## src/rtl/cbf_pkg.sv

```systemverilog
// Shared definitions for the cbf output stage: counter sizing, sample type, stats width.
package cbf_pkg;

    localparam int CBF_WIDTH  = 24;
    localparam int DROP_CNT_W = 16;

    typedef logic signed [CBF_WIDTH-1:0] sample_t;

    // Width of a counter that spans 0..osr-1; never narrower than one bit.
    function automatic int cnt_w(input int osr);
        return (osr <= 1) ? 1 : $clog2(osr);
    endfunction

endpackage

```

## src/rtl/cbf_sync_fifo.sv

```systemverilog
// Show-ahead synchronous FIFO: head entry is always presented from a register.
module cbf_sync_fifo #(
    parameter int WIDTH = 24,
    parameter int DEPTH = 8
) (
    input  logic                     clk,
    input  logic                     rst,
    input  logic                     push,
    input  logic [WIDTH-1:0]         push_data,
    input  logic                     pop,
    output logic [WIDTH-1:0]         head,
    output logic                     full,
    output logic                     empty,
    output logic [$clog2(DEPTH):0]   level
);

    localparam int AW = $clog2(DEPTH);

    logic [WIDTH-1:0] mem [DEPTH];
    logic [AW:0]      wr_ptr_reg, rd_ptr_reg;
    logic [WIDTH-1:0] head_reg, head_next;
    logic             push_ok, pop_ok;
    logic [AW-1:0]    rd_idx_next;

    assign level   = wr_ptr_reg - rd_ptr_reg;
    assign empty   = (wr_ptr_reg == rd_ptr_reg);
    assign full    = (wr_ptr_reg[AW] != rd_ptr_reg[AW]) &&
                     (wr_ptr_reg[AW-1:0] == rd_ptr_reg[AW-1:0]);
    assign pop_ok  = pop && !empty;
    // A pop on the same edge frees the slot, so a full FIFO can still accept.
    assign push_ok = push && (!full || pop_ok);
    assign rd_idx_next = rd_ptr_reg[AW-1:0] + AW'(1);
    assign head    = head_reg;

    always_comb begin
        head_next = head_reg;
        if (pop_ok) begin
            if (level > (AW+1)'(1))
                head_next = mem[rd_idx_next];
            else if (push_ok)
                head_next = push_data;
        end else if (empty && push_ok) begin
            head_next = push_data;
        end
    end

    always_ff @(posedge clk) begin
        if (push_ok)
            mem[wr_ptr_reg[AW-1:0]] <= push_data;
    end

    always_ff @(posedge clk or negedge rst) begin
        if (!rst) begin
            wr_ptr_reg <= '0;
            rd_ptr_reg <= '0;
            head_reg   <= '0;
        end else begin
            if (push_ok) wr_ptr_reg <= wr_ptr_reg + (AW+1)'(1);
            if (pop_ok)  rd_ptr_reg <= rd_ptr_reg + (AW+1)'(1);
            head_reg <= head_next;
        end
    end

endmodule

```

## src/rtl/cbf_out_decimator.sv

```systemverilog
// Decimates the filter result stream by OSR, converts to two's complement and buffers it.
// Optional CBF_DEC_STATS_EN adds a saturating drop_count output.
module cbf_out_decimator
    import cbf_pkg::*;
#(
    parameter int OSR        = 12,
    parameter int WIDTH      = 24,
    parameter int PHASE      = 0,
    parameter int FIFO_DEPTH = 8
) (
    input  logic                          clk,
    input  logic                          rst,
    input  logic [WIDTH-1:0]              in_data,
    input  logic                          in_valid,
    output logic [WIDTH-1:0]              out_data,
    output logic                          out_valid,
    input  logic                          out_ready,
    output logic [$clog2(FIFO_DEPTH):0]   fifo_level,
`ifdef CBF_DEC_STATS_EN
    output logic [DROP_CNT_W-1:0]         drop_count,
`endif
    output logic                          overflow
);

    localparam int CW = cnt_w(OSR);
    localparam logic [CW-1:0] PHASE_C = CW'(PHASE);
    localparam logic [CW-1:0] LAST_C  = CW'(OSR - 1);

    logic [CW-1:0]    cnt_reg;
    logic             keep, pop, fifo_full, fifo_empty, drop;
    logic             overflow_reg;
    logic [WIDTH-1:0] conv_data;

    assign keep      = in_valid && (cnt_reg == PHASE_C);
    assign conv_data = {~in_data[WIDTH-1], in_data[WIDTH-2:0]};
    assign out_valid = !fifo_empty;
    assign pop       = out_valid && out_ready;
    assign drop      = keep && fifo_full && !pop;
    assign overflow  = overflow_reg;

    // An idle cycle restarts the window so the next valid word is index 0.
    always_ff @(posedge clk or negedge rst) begin
        if (!rst)
            cnt_reg <= '0;
        else if (!in_valid)
            cnt_reg <= '0;
        else if (cnt_reg == LAST_C)
            cnt_reg <= '0;
        else
            cnt_reg <= cnt_reg + CW'(1);
    end

    always_ff @(posedge clk or negedge rst) begin
        if (!rst)
            overflow_reg <= 1'b0;
        else if (drop)
            overflow_reg <= 1'b1;
    end

`ifdef CBF_DEC_STATS_EN
    logic [DROP_CNT_W-1:0] drop_cnt_reg;

    always_ff @(posedge clk or negedge rst) begin
        if (!rst)
            drop_cnt_reg <= '0;
        else if (drop && (drop_cnt_reg != {DROP_CNT_W{1'b1}}))
            drop_cnt_reg <= drop_cnt_reg + DROP_CNT_W'(1);
    end

    assign drop_count = drop_cnt_reg;
`endif

    cbf_sync_fifo #(
        .WIDTH (WIDTH),
        .DEPTH (FIFO_DEPTH)
    ) u_fifo (
        .clk       (clk),
        .rst       (rst),
        .push      (keep),
        .push_data (conv_data),
        .pop       (pop),
        .head      (out_data),
        .full      (fifo_full),
        .empty     (fifo_empty),
        .level     (fifo_level)
    );

endmodule

```

## config.mk

```make
export PLATFORM = sky130hd
export DESIGN_NAME = cbf_out_decimator
export DESIGN_NICKNAME = d
export VERILOG_FILES = /design/src/rtl/cbf_pkg.sv /design/src/rtl/cbf_sync_fifo.sv /design/src/rtl/cbf_out_decimator.sv
export SDC_FILE = /design/constraint.sdc
export NUM_CORES = 1
export LEC_CHECK = 0
export ABC_AREA = 0
export BUFFER_PORTS_ARGS = -buffer_cell sky130_fd_sc_hd__clkbuf_2
export CELL_PAD_IN_SITES_DETAIL_PLACEMENT = 0
export CELL_PAD_IN_SITES_GLOBAL_PLACEMENT = 1
export CORE_ASPECT_RATIO = 2
export CORE_MARGIN = 2
export CORE_UTILIZATION = 47
export CTS_CLUSTER_SIZE = 24
export DETAILED_ROUTE_END_ITERATION = 8
export PLACE_DENSITY_LB_ADDON = 0.08
export SYNTH_ARGS = -nofsm -noshare
export SYNTH_HDL_FRONTEND = slang
export SYNTH_SLANG_ARGS = --single-unit
```

## constraint.sdc

```tcl
create_clock -name clk -period 3.3 [get_ports clk]
set_input_delay 0.33 -clock clk [delete_from_list [all_inputs] [get_ports clk]]
set_output_delay 0.33 -clock clk [all_outputs]
set_load 0.03 [all_outputs]
```

* Yosys cells after proc, flatten, opt, wreduce, memory -nomap -nowiden
Memories as Yosys holds them, arrays and structs flattened.
Cells that the tools add are included.
** Cells by class
- $add $sub $neg :: 5
- $lt $le $gt $ge :: 1
- Eq/ne operators :: 5
- Multiplexer cells :: 8
- Bitwise operators :: 1
- Reductions and logical operators :: 15
** Operators by type and width (number)
- $mux 24 :: 4
- $add 4x1->4 const B :: 3
- $logic_and 1x1->1 :: 8
- $mux 4 :: 2
- $eq 4x4->1 :: 1
- $eq 4x4->1 const B :: 1
- $gt 4x1->1 const B :: 1
- $logic_not 4->1 :: 1
- $sub 4x4->4 :: 1
- $add 3x1->3 const B :: 1
- $eq 3x3->1 :: 1
- $logic_not 1->1 :: 3
- $ne 3x2->1 const B :: 1
- $mux 1 :: 2
- $reduce_and 2->1 :: 1
- $reduce_bool 2->1 :: 1
- $logic_or 1x1->1 :: 1
- $ne 1x1->1 :: 1
- $not 1->1 :: 1
** Storage, ports and cells
- Flip-flop bits (word level) :: 37
- Bits in writable memories :: 192
- Output and inout port bits :: 30
- Memories :: 1
** Memory list
- u_fifo.mem :: words 8, bits a word 24, read ports 1, clocked after memory_dff 0, wr ports 1, line cbf_sync_fifo.sv:19 : logic [WIDTH-1:0] mem [DEPTH];

* Longest topological paths before layout
- Word-level depth :: 9
- Depth in mapped cells :: 8
- Mapped depth without buffers :: 8

* By module
Synthesis repeated with hierarchy kept, for this count alone.
** Unflattened totals
- Cell total of the unflattened synthesis :: 591
- Area, all modules :: 9469.1 µm²
** By module, submodules not included
- cbf_sync_fifo :: times used 1, cells an instance 565, area an instance 9192.6 µm², seq. area each 6566.3 µm²
- cbf_out_decimator :: times used 1, cells an instance 26, area an instance 276.5 µm², seq. area each 125.1 µm²

* Worst setup path after synthesis
OpenSTA, ideal clock, no wires.
- Kind :: reg2reg
- From :: register u_fifo.rd_ptr_reg[2]
- To :: memory u_fifo.mem[0][0], enable pin
- Library setup time :: 435 ps
- Data arrival time :: 3073 ps
- Data required time :: 2865 ps
- Slack :: -208 ps
- Stages on the path, launching flop included :: 9
- Buffers on the path :: 1
- Path through :: dfrtp_1 > inv_1 > ha_1 > nand3_1 > nor3b_1 > nor2b_1 > clkbuf_1 > nand2_1 > nor3_1
** On the way
- Longest elaborated chain between the ends :: 8
** Ends and longest elaborated chain
- start, declared :: line cbf_sync_fifo.sv:20 : logic [AW:0] wr_ptr_reg, rd_ptr_reg;
- start signal, assigned :: line cbf_sync_fifo.sv:59 : if (pop_ok) rd_ptr_reg <= rd_ptr_reg + (AW+1)'(1);
- $eq 4x4->1 :: line cbf_sync_fifo.sv:26 : assign empty = (wr_ptr_reg == rd_ptr_reg);
- $logic_not 1->1 :: line cbf_sync_fifo.sv:29, cbf_out_decimator.sv:36
- $logic_and 1x1->1 :: line cbf_out_decimator.sv:37 : assign pop = out_valid && out_ready;
- $logic_and 1x1->1 :: line cbf_sync_fifo.sv:29 : assign pop_ok = pop && !empty;
- $logic_or 1x1->1 * :: line cbf_sync_fifo.sv:31 : assign push_ok = push && (!full || pop_ok);
- $logic_and 1x1->1 * :: line cbf_sync_fifo.sv:31
- $mux 1 * :: line cbf_sync_fifo.sv:48 : if (push_ok)
- $mux 1 (implied by the code) * :: line cbf_sync_fifo.sv:49 : mem[wr_ptr_reg[AW-1:0]] <= push_data;
- end, declared :: line cbf_sync_fifo.sv:19
Mark *: on every way between the ends. The rest lies on a longest branch, timed or not.

* Worst setup path in the final report
- From :: register u_fifo.rd_ptr_reg[0]
- To :: output port out_valid
** On the way
- Longest elaborated chain between the ends :: 2
** Ends and longest elaborated chain
- $eq 4x4->1 :: line cbf_sync_fifo.sv:26
- $logic_not 1->1 :: line cbf_out_decimator.sv:36 : assign out_valid = !fifo_empty;
- end, declared :: line cbf_out_decimator.sv:16 : output logic out_valid,
Every way passes these cells.

==> flow_results.org <==
** Critical path
- The worst setup path is launched from a flop.
- Max incr delay on CP :: 0.60 ns
- Most frequent cell on the critical path :: sky130_fd_sc_hd__buf_4
- WP buf/inv :: 4
- Critical-path cell with the highest stage delay :: sky130_fd_sc_hd__dfrtp_4
- Critical Path AT :: 2.60 ns
- Crit path required time :: 2.97 ns
- Family with the most delay on the worst path :: buffers and inverters
- The worst setup path is captured at an output port.
- Worst-path cell chain :: ha_1 > nand3_1 > nor2_2 > buf_4 > clkinv_1 > buf_4 > clkbuf_2
- Of all nets on the critical path, the largest fanout is 15.
- Critical setup path kind :: flop to output port

** STA
- The worst path in the final design needs a cycle of 2.93 ns, including I/O delays and setup.
- Worst-case clock skew :: 0.0109 ns
- Derived from the worst setup path, the maximum achievable clock frequency is 341 MHz.
- Of the available clock period, the critical path in the final layout requires 88.9%.
- Measured against its own limit, the worst slew margin works out to 15.7%.
- Unrepaired setup endpoints after global routing :: no
- Final hold analysis gives a worst-case slack of 0.103 ns.
- For the pin with the worst max-slew slack, the measured transition is 1.27 ns.
- Sum of negative setup slack :: 0 ns
- Once routing completed, OpenROAD measured the worst setup slack at 0.367 ns.
- Count of final hold-check violations :: 0
- The max-slew violation count is 0.
- Setup violations remaining at the end of the flow were counted as 0.

** Floorplanning
- Die Y :: 203 µm
- Row generation in the floorplan step produced 72 rows.
- Core region area :: 19400 µm²
- For this configuration, the core starts out at a cell density of 48.2%.
- Die Area :: 21100 µm²
- Number of top-level pins :: 58
- Die Span X :: 104 µm

** Power
- Part of the total power dissipated in sequential elements :: 34.0%
- Net switching is 36.4% of the power.
- The internal power of the cells totals 7.23 mW.
- Summed over all nets, the switching power comes to 4.14 mW.
- Comb power frac :: 44.6%
- Cell area power density :: 1060 nW/µm²
- Across the VDD grid, the largest voltage drop is 0.707 mV.
- Part of the total power dissipated in the clock network :: 21.4%
- Post-layout total power :: 11.4 mW
- In this run the static leakage power is 3.85 nW.

** Hold path
- Hold WC Path Type :: primary input to asynchronous set/reset pin

** Clock network
- Clock tree synthesis selected as its root buffer the cell sky130_fd_sc_hd__clkbuf_16.
- Post_cts resized :: 0
- Clock transition at path regs :: 0.07 ns
- CTS built an H-tree with a depth of 1.
- Hold bufs inserted after CTS :: 0
- Clock tree sinks :: 229
- Post-CTS timing repair inserted 0 buffers for setup.
- Clock Latency Late Sink :: 0.49 ns
- In this run, CTS created clock tree buffers numbering 20.
- Clock tree from TritonCTS :: yes
- Max Root-Sink Buffers :: 3

** Layout
- In the final layout, the share of cells above drive strength 1 is 32.4%.
- Fin nets :: 634
- Post-layout instance count excluding filler cells :: 871
- Relative to the synthesized area, the layout overhead comes to 15.1%.
- The repair_antennas step left the layout with diodes totalling 0.
- The register with the most flip-flops in the layout has 192 of them.

** Synth
- Each instance of the synthesized netlist takes up on average 17.7 µm².
- Sequential share of the synthesized area :: 71.7%
- After synthesis, the largest area contributor takes up 61.8% of total cell area.
- Synthesized Nets :: 562
- Post-Synthesis Cell Area :: 9330 µm²
- The number of different library cells used by synthesis comes to 37.
- Post-Syn Instances :: 526
- Yosys printed 0 warnings.
- Flip-flop and latch count after synthesis :: 229
- Top area cells in the synthesized netlist :: sky130_fd_sc_hd__edfxtp_1, sky130_fd_sc_hd__mux4_2, sky130_fd_sc_hd__dfrtp_1, sky130_fd_sc_hd__mux2_2, sky130_fd_sc_hd__a22o_1
- Synth area leader :: sky130_fd_sc_hd__edfxtp_1

** Placement
- Number of instances in the placed design :: 835
- Buffers on Ports :: 57
- Total half-perimeter wirelength after legalization and detailed placement :: 12.6 mm
- Gpl congestion :: 0.772
- Timing analysis after detailed placement gives a worst setup slack of 0.525 ns.

** Routing
- WL/cell :: 25.2 µm
- Met2 WL :: 12.6 mm
- Antenna Nets Post-Route :: 0
- Summing over every cut layer, the via total after detailed routing is 5011.
- The first detailed-routing pass ran for 5 iterations.
- Routed wire length :: 21.9 mm
- Detailed-route wire length on metal 1 :: 7.89 mm
- In the routed design, unresolved DRC markers number 0.
- For this block, the initial DRC count from the detailed router was 290.
- Vias per std cell :: 5.75
- Top Layer Used :: met4
- Detailed routing placed a total of 801 µm of wire on met3.

** Run
- Max-cap violations :: 0

** Global routing
- First-pass GRT wire length :: 32.9 mm
- Global-route usage over all layers :: 21.2%
- The number of antenna violations at the first check in global routing is 0.
- The via count of the first global-routing pass is 5339.
- Entering global routing, the biggest net connects 40 pins.
- Summed over all layers, the global routing overflow is 0.

** Run status
- Outcome :: finished clean
## synth_stat cells
master,number
sky130_fd_sc_hd__nor3b_1,1
sky130_fd_sc_hd__o21ai_0,24
sky130_fd_sc_hd__nand3b_1,1
sky130_fd_sc_hd__xnor2_1,6
sky130_fd_sc_hd__clkbuf_1,17
sky130_fd_sc_hd__edfxtp_1,192
sky130_fd_sc_hd__nor2_2,1
sky130_fd_sc_hd__o2bb2ai_1,1
sky130_fd_sc_hd__mux2i_1,1
sky130_fd_sc_hd__buf_4,2
sky130_fd_sc_hd__a22o_1,24
sky130_fd_sc_hd__and3_1,2
sky130_fd_sc_hd__mux2_1,1
sky130_fd_sc_hd__fa_1,1
sky130_fd_sc_hd__nor2_1,9
sky130_fd_sc_hd__clkinv_1,1
sky130_fd_sc_hd__buf_2,11
sky130_fd_sc_hd__mux2_2,25
sky130_fd_sc_hd__nand2_1,55
sky130_fd_sc_hd__nand4_1,1
sky130_fd_sc_hd__nor2b_1,4
sky130_fd_sc_hd__and2_1,1
sky130_fd_sc_hd__o211a_1,1
sky130_fd_sc_hd__a22oi_1,1
sky130_fd_sc_hd__inv_1,11
sky130_fd_sc_hd__o41ai_4,1
sky130_fd_sc_hd__nand3_1,27
sky130_fd_sc_hd__xor2_1,4
sky130_fd_sc_hd__ha_1,7
sky130_fd_sc_hd__nor3_1,2
sky130_fd_sc_hd__o2111ai_1,1
sky130_fd_sc_hd__nand2b_1,1
sky130_fd_sc_hd__buf_1,1
sky130_fd_sc_hd__a21oi_1,2
sky130_fd_sc_hd__mux4_2,48
sky130_fd_sc_hd__a21o_1,1
sky130_fd_sc_hd__dfrtp_1,37
## area by class of cell
| class | instances | area (µm²) |
|---|---|---|
| fill | 1557 | 8630 |
| clock inverter | 7 | 85.1 |
| multi-input combinational | 254 | 2500 |
| sequential | 229 | 6700 |
| tap | 259 | 324 |
| clock buffer | 29 | 606 |
| inverter | 12 | 45.0 |
| timing repair buffer | 81 | 478 |
## stage by stage
step,instance area (µm²),util [%]
6_report,10700,55.4
5_1_grt,10700,55.4
4_1_cts,10700,55.4
3_5_place_dp,10000,51.9
3_3_place_gp,10000,51.9
2_1_floorplan,9340,-
## power groups by stage
stage	logic [mW]	registers (mW)	clock network [mW]
global placement	5.06	3.92	0
floorplan	3.42	4.11	0
global route	5.49	3.92	2.57
detailed placement	5.12	3.94	0
CTS	5.15	3.88	2.48
finish	5.07	3.87	2.43
## path summary, 6_finish.rpt
check	startpoint	end	slack (ns)	cells after the start
setup reg to reg	u_fifo.rd_ptr_reg[0]	u_fifo.head[18]	0.54	7
hold reg to reg	u_fifo.rd_ptr_reg[3]	u_fifo.rd_ptr_reg[3]	0.49	1
max in group asynchronous	rst	u_fifo.rd_ptr_reg[0]	2.28	1
min in group clk	in_valid	cnt_reg[0]	0.12	2
setup / recovery	u_fifo.rd_ptr_reg[0]	out_valid	0.37	7
hold / removal	rst	u_fifo.wr_ptr_reg[3]	0.10	1
## metal layers
metal / GRT usage, % / up-vias
met5: 0 / -
met1: 23.3 / 2622
met2: 42.4 / 142
li1: - / 2202
met4: 6.27 / 0
met3: 2.11 / 45
## cells in the final DEF (no fill, tap or decap), drive strengths merged, types with 2 or more instances in the layout
master / n
nor2: 10
bufinv: 2
nand2: 55
inv: 11
nand3: 27
mux2: 26
and3: 2
buf: 24
ha: 7
xnor2: 6
xor2: 4
clkinv: 5
a22o: 24
edfxtp: 192
a21oi: 2
dfrtp: 37
clkbuf: 86
nor2b: 4
nor3: 2
mux4: 48
o21ai: 24
## logic make-up after synthesis
kind of cell | count (synthesis) | share of synthesized area, %
AO/OA/AOI/OAI | 56 | 4.40
AND/OR/NAND/NOR | 105 | 4.96
adder cells (fa/ha/maj) | 8 | 1.15
multiplexers | 75 | 14.8
buffers and inverters | 43 | 1.96
flip-flops | 229 | 71.7
XOR/XNOR | 10 | 0.939
Note: power is estimated with default switching activity, not from simulation.
